`src/rtl/sqr_arb.sv`:
```
// Round-robin arbiter sharing one LEN x LEN unsigned squarer among four requesters.
// One request is in flight at a time: IDLE grants, COMPUTE squares, HOLD presents the result.
module sqr_arb #(
  parameter int unsigned LEN = 16
) (
  input  logic             clk,
  input  logic             rst_n,
  input  logic [3:0]       req_valid,
  input  logic [4*LEN-1:0] req_x,
  output logic [3:0]       req_ready,
  output logic             rsp_valid,
  output logic [1:0]       rsp_id,
  output logic [2*LEN-1:0] rsp_y,
  input  logic             rsp_ready,
  output logic             busy
);

  localparam int unsigned NReq = 4;

  typedef enum logic [1:0] {StIdle, StCompute, StHold} state_e;

  state_e           state_q, state_d;
  logic [1:0]       ptr_q;
  logic [LEN-1:0]   op_q;
  logic [1:0]       id_q;
  logic             grant_any;
  logic [1:0]       grant_idx;
  logic [2*LEN-1:0] op_ext;

  // First set request at or above the pointer, wrapping modulo 4.
  always_comb begin
    logic [1:0] idx;
    grant_any = 1'b0;
    grant_idx = ptr_q;
    for (int k = 0; k < NReq; k++) begin
      idx = ptr_q + 2'(k);
      if (!grant_any && req_valid[idx]) begin
        grant_any = 1'b1;
        grant_idx = idx;
      end
    end
  end

  always_ff @(posedge clk or negedge rst_n) begin
    if (!rst_n) begin
      state_q <= StIdle;
    end else begin
      state_q <= state_d;
    end
  end

  always_comb begin
    state_d = state_q;
    unique case (state_q)
      StIdle:    if (grant_any) state_d = StCompute;
      StCompute: state_d = StHold;
      StHold:    if (rsp_ready) state_d = StIdle;
      default:   state_d = StIdle;
    endcase
  end

  always_comb begin
    req_ready = '0;
    if (state_q == StIdle && grant_any) begin
      req_ready[grant_idx] = 1'b1;
    end
    busy = (state_q != StIdle);
  end

  assign op_ext = {{LEN{1'b0}}, op_q};

  always_ff @(posedge clk or negedge rst_n) begin
    if (!rst_n) begin
      ptr_q     <= '0;
      op_q      <= '0;
      id_q      <= '0;
      rsp_valid <= 1'b0;
      rsp_id    <= '0;
      rsp_y     <= '0;
    end else begin
      if (state_q == StIdle && grant_any) begin
        op_q  <= req_x[grant_idx*LEN +: LEN];
        id_q  <= grant_idx;
        ptr_q <= grant_idx + 2'd1;
      end
      if (state_q == StCompute) begin
        rsp_y     <= op_ext * op_ext;
        rsp_id    <= id_q;
        rsp_valid <= 1'b1;
      end
      if (state_q == StHold && rsp_ready) begin
        rsp_valid <= 1'b0;
      end
    end
  end

endmodule

```
`config.mk`:
```
export PLATFORM = sky130hd
export DESIGN_NAME = sqr_arb
export DESIGN_NICKNAME = d
export VERILOG_FILES = /design/src/rtl/sqr_arb.sv
export SDC_FILE = /design/constraint.sdc
export NUM_CORES = 1
export LEC_CHECK = 0
export BUFFER_PORTS_ARGS = -buffer_cell sky130_fd_sc_hd__buf_2
export CAP_MARGIN = 5
export CORE_MARGIN = 8
export CORE_UTILIZATION = 55
export CTS_CLUSTER_DIAMETER = 100
export DETAILED_ROUTE_END_ITERATION = 8
export GPL_ROUTABILITY_DRIVEN = 0
export GPL_TIMING_DRIVEN = 0
export PLACE_DENSITY = 0.78
export SYNTH_ARGS = -nofsm -noshare
export SYNTH_HDL_FRONTEND = slang
export SYNTH_SLANG_ARGS = --single-unit
```
`constraint.sdc`:
```
create_clock -name clk -period 5.6 [get_ports clk]
set_input_delay 0.28 -clock clk [delete_from_list [all_inputs] [get_ports clk]]
set_output_delay 0.28 -clock clk [all_outputs]
set_load 0.05 [all_outputs]
```
# After elaboration in Yosys (flattened, before gate mapping)
# Index checks and enable logic that the tools add are counted.
# word_totals
regBits	57
in_bits	71
output_inout_bits	40
elab_cells	59
# classes
n_addsub	4
mul	1
order_cmp	6
eq_ne	4
shift	1
mux	23
reduce_logical	13
# ops
cell	count
$shiftx 64x7->16	1
$mul 16x16->32	1
$lt 2x3->1 const B	5
$mux 1	11
$mux 2	5
$bmux 1 s2	4
$logic_and 1x1->1	6
$pmux 2 s3	1
$add 2x1->2 const B	2
$add 2x2->2 const B	2
$mux 4	1
$ne 2x2->1 const B	2
$reduce_bool 2->1	2
$logic_not 1->1	3
$demux 1 s2	1
$eq 2x1->1 const B	1
$eq 2x2->1 const B	1
$ge 2x1->1 const B	1
$logic_not 2->1	1
$reduce_and 2->1	1

# Logic depth before layout (Yosys ltp)
# logic_depth
word_depth	17
mapped_depth	24
mapped_depth_nobuf	22

# Least setup slack after synthesis
# Ideal clock, no wire load.
# synth_timing
kind	register -> register
start	reg op_q[13]
end	reg rsp_y[31]
setup_ns	0.094
arrival_time_ns	5.772
required_time_ns	5.506
slack_ns	-0.266
stages_incl_launch_ff	21
n_path_buf	2
synth_period_minus_slack_ns	5.866
path_cell_list	dfrtp_1 -> clkbuf_1 -> clkbuf_1 -> nand2_1 -> fa_1 -> inv_1 -> fa_1 -> inv_1 -> fa_1 -> inv_1 -> fa_1 -> fa_1 -> ha_1 -> ha_1 -> a21oi_2 -> nor2_1 -> or4_1 -> a31o_1 -> a21o_1 -> or3_1 -> a211oi_1
# synth_via
elab_chain_len	1
# synth_lines
element	line_no	source
start: declaration	24	logic [LEN-1:0] op_q;
start signal: assignment	82	op_q <= req_x[grant_idx*LEN +: LEN];
$mul 16x16->32	87	rsp_y <= op_ext * op_ext;
end signal: assignment	87	
end: declaration	13	output logic [2*LEN-1:0] rsp_y,
# Every way passes these cells.
# A chain may end at the register's enable or synchronous reset.

# Worst setup path in the final report
# layout_timing
start	reg op_q[4]
end	reg rsp_y[30]
# Same word-level chain as after synthesis.

==> impl_metrics.ini <==
[sta]
timing.final.hold_violations = 0
maxSlewViolCount = 0
final_critical_path_setup_slack_ns = -0.4200
setup_viol_count_final = 17
final.min_clock_period_ns = 6.020
rsz_0062_raised_after_global_routing = yes
skew_ns = 0.006010
slew_headroom = 0.5020
tightest_slew_ns = 0.7470
highest_clock_rate_mhz = 166.1
timing.final.crit_share = 1.075

[grt]
number_of_antenna_violations_at_the_first_check_in_global_routing = 0
grt_max_degree = 57
global_route.overflow_total = 0
number_of_global_route_vias_before_repair = 9936
wire_length_of_the_first_global_routing_pass_mm = 48.20
global_route.usage.total = 0.2577

[clocking]
cts_inserted_buffers = 5
tritoncts_clock_tree = built
clk_pin_slew_ns = 0.07
clock_tree.buffer_depth = 2
worstSkewPairLatency_ns = 0.31
clockRootBuffer = sky130_fd_sc_hd__clkbuf_16
htree_num_levels = 2
cts_num_sinks = 56
cts.hold.buffers_added = 0

[place]
buffer_ports.inserted = 109
placedInstanceArea_um2 = 11150
hpwl_dp_mm = 21.82
place_ws_ns = -1.030

[setup_path]
worstSetupPathDepth = 22
timing.rr.start = op_q[4]
crit_start = op_q[4]
r2r_end = rsp_y[30]
cpMostUsedCell = sky130_fd_sc_hd__fa_1
critical_path.startpoint_type = register
cp.buffers_inverters = 7
reg2reg_slack_ns = -0.42
ff2ff_path_depth = 22
arrival_time_worst_endpoint_ns = 6.23
timing.critical_path.slowest_cell_delay_ns = 0.57
crit_path_end = rsp_y[30]
cpLargestDelayFamily = adder cells
worstSetupPathType = reg -> reg
critPathRequiredTime_ns = 5.81
critical_path.cell_chain = clkbuf_16, buf_6, and2_4, fa_1, inv_1, fa_1, inv_1, fa_1, fa_1, fa_1, inv_1, fa_1, inv_2, ha_4, nand4_1, nor2_1, nand4_1, nand2_2, buf_6, nand3_2, and4_1, a311oi_2
maximum_fanout_encountered_on_the_critical_timing_path = 5
cpMaxStageDelayCell = sky130_fd_sc_hd__fa_1
timing.critical_path.to_type = register

[synthesis]
asyncSetResetFlopFracSynth = 1.000
ys_seq_elements = 56
synth_seq_area_share = 0.1374
post_synth_most_frequent_cells = sky130_fd_sc_hd__inv_1, sky130_fd_sc_hd__nand2_1, sky130_fd_sc_hd__fa_1
synth_edf_count = 0
ys_warn_count = 0
yosysTopAreaCellShare = 0.3180
most_numerous_cell_in_the_yosys_netlist = sky130_fd_sc_hd__inv_1
synth_net_count = 1551
synth.largest_area_cell = sky130_fd_sc_hd__fa_1
synth.top_cells.by_area = sky130_fd_sc_hd__fa_1, sky130_fd_sc_hd__dfrtp_1, sky130_fd_sc_hd__ha_1
post_synth_inst_count = 1211
post_synth_instance_area_um2 = 10200
synth-main-ff-cell = sky130_fd_sc_hd__dfrtp_1
post_synth_num_cell_types = 60
avgSynthCellArea_um2 = 8.421

[job]
number_of_violations_of_the_max_capacitance_limit = 0

[layout]
final_nets = 1740
design_area_um2 = 12880
flow.area_growth_from_synthesis_pct = 26.28
antenna_fix_cells = 0
post_route_cells_drive_above_1_share = 0.2580
final_util = 0.6978

[routing]
route.detailed.drc = 0
drtAntennaViolNets = 0
avgRoutedWirePerCell_um = 19.53
drt-pass1-iter-count = 8
detailedRoute.firstIterationViolations = 762
vias_per_cell = 5.743
drt-total-wl_mm = 31.90
detailroute.via_count = 9378

[status]
run_status = finished with violations
failing_checks = setup timing

[floorplan]
floorplan.initialDensity = 0.5525
die-area_um2 = 23150
num_io_pins = 111
dieWidth_um = 152.2
num_rows = 50
fp.coreArea_um2 = 18460
die_height_um = 152.2

[min_path]
worst_hold_path_type = in -> async
==> placed cells by master (no fill, tap or decap), types with 8 or more instances in the layout <==
| cell | synthesis | routed |
|---|---|---|
| sky130_fd_sc_hd__dfrtp_2 | 0 | 11 |
| sky130_fd_sc_hd__clkbuf_16 | 0 | 12 |
| sky130_fd_sc_hd__and2_1 | 51 | 46 |
| sky130_fd_sc_hd__buf_6 | 0 | 16 |
| sky130_fd_sc_hd__nor2_1 | 37 | 32 |
| sky130_fd_sc_hd__xor2_1 | 10 | 8 |
| sky130_fd_sc_hd__ha_1 | 107 | 90 |
| sky130_fd_sc_hd__inv_2 | 0 | 19 |
| sky130_fd_sc_hd__a21oi_2 | 1 | 8 |
| sky130_fd_sc_hd__nand2_2 | 0 | 10 |
| sky130_fd_sc_hd__buf_4 | 1 | 60 |
| sky130_fd_sc_hd__clkbuf_1 | 47 | 23 |
| sky130_fd_sc_hd__o21ai_1 | 0 | 10 |
| sky130_fd_sc_hd__nand2_1 | 223 | 205 |
| sky130_fd_sc_hd__fa_1 | 162 | 154 |
| sky130_fd_sc_hd__nand4_1 | 8 | 8 |
| sky130_fd_sc_hd__ha_4 | 0 | 14 |
| sky130_fd_sc_hd__dfrtp_1 | 56 | 45 |
| sky130_fd_sc_hd__a21oi_1 | 30 | 16 |
| sky130_fd_sc_hd__xnor2_1 | 22 | 19 |
| sky130_fd_sc_hd__o211ai_1 | 10 | 10 |
| sky130_fd_sc_hd__clkbuf_8 | 1 | 9 |
| sky130_fd_sc_hd__a21o_1 | 13 | 12 |
| sky130_fd_sc_hd__inv_1 | 246 | 226 |
| sky130_fd_sc_hd__o21ai_0 | 65 | 51 |
| sky130_fd_sc_hd__fa_2 | 0 | 8 |
| sky130_fd_sc_hd__nand3_1 | 26 | 24 |
| sky130_fd_sc_hd__buf_2 | 0 | 108 |
==> per-stage QoR <==
step	std cells	hold WS, ns	TNS [ns]
6_report	1633	0.02325	-3.656
5_1_grt	1633	0.09354	-6.825
4_1_cts	1616	0.2149	-1.217
3_5_place_dp	1554	0.4654	-11.47
3_3_place_gp	1554	0.4558	-10.05
2_1_floorplan	1211	-0.01559	0
==> area by class of cell <==
cell class / count / area [um2]
clock buffer: 5 / 125.1
multi-input combinational: 857 / 8403
clock inverter: 1 / 30.03
inverter: 247 / 929.6
buffer: 48 / 469.2
timing repair buffer: 185 / 1212
fill: 1278 / 5578
sequential: 56 / 1415
tap: 234 / 292.8
==> logic make-up (layout without fill, tap and decap cells) <==
kind of cell / Yosys count / after routing / share of synthesized area
xor gates and xnor gates: 32 / 32 / 0.02748
and+or+nand+nor: 389 / 389 / 0.1721
DFF: 56 / 56 / 0.1374
AOI/OAI and AO/OA: 165 / 165 / 0.1011
buffers and inverters: 298 / 486 / 0.1110
muxes: 1 / 1 / 0.001104
adders and majority gates: 269 / 269 / 0.4493
other: 1 / 1 / 0.0003677
==> worst reg2reg max path: stages (launching register included) <==
cell	delay, ns
sky130_fd_sc_hd__dfrtp_2	0.44
sky130_fd_sc_hd__clkbuf_16	0.17
sky130_fd_sc_hd__buf_6	0.11
sky130_fd_sc_hd__and2_4	0.16
sky130_fd_sc_hd__fa_1	0.48
sky130_fd_sc_hd__inv_1	0.05
sky130_fd_sc_hd__fa_1	0.50
sky130_fd_sc_hd__inv_1	0.07
sky130_fd_sc_hd__fa_1	0.49
sky130_fd_sc_hd__fa_1	0.48
sky130_fd_sc_hd__fa_1	0.57
sky130_fd_sc_hd__inv_1	0.07
sky130_fd_sc_hd__fa_1	0.51
sky130_fd_sc_hd__inv_2	0.05
sky130_fd_sc_hd__ha_4	0.30
sky130_fd_sc_hd__nand4_1	0.19
sky130_fd_sc_hd__nor2_1	0.22
sky130_fd_sc_hd__nand4_1	0.28
sky130_fd_sc_hd__nand2_2	0.18
sky130_fd_sc_hd__buf_6	0.11
sky130_fd_sc_hd__nand3_2	0.09
sky130_fd_sc_hd__and4_1	0.18
sky130_fd_sc_hd__a311oi_2	0.21
==> state kept, by name, indices dropped and copies added (netlist names) <==
name and flops:
id_q 2, rsp_y 31, ptr_q 2, op_q 16
rsp_id 2, state_q 2, rsp_valid 1
==> repair_timing <==
item,4_1_cts,5_1_grt
hold endpoints to repair,0,0
cloned,0,0
pin swaps,62,59
resized for setup,144,101
buffers inserted,58,18
endpoints found under the setup margin,19,18
==> layer usage <==
layer / track usage / vias up / wire length, um / share of wire
met2: 0.4631 / 542 / 16220 / 0.51
met5: 0 / - / 0 / 0
li1: - / 4137 / - / -
met4: 0.1180 / 0 / 1752 / 0.055
met3: 0.05389 / 167 / 2765 / 0.087
met1: 0.2886 / 4532 / 11160 / 0.35
==> how the worst min path moves through the flow <==
stage,to,cells past startpoint,slack (ns)
after global placement,rsp_id[1],2,0.46
after CTS,state_q[1],4,0.21
final,rsp_y[7],1,0.02
after detailed placement,rsp_id[0],2,0.47
after global routing,rsp_y[12],1,0.09
after floorplan,id_q[0],0,-0.02
Power is left out: the tool's default activity adds up to more than one toggle a clock period on the data nets, which glitch-free logic cannot reach.
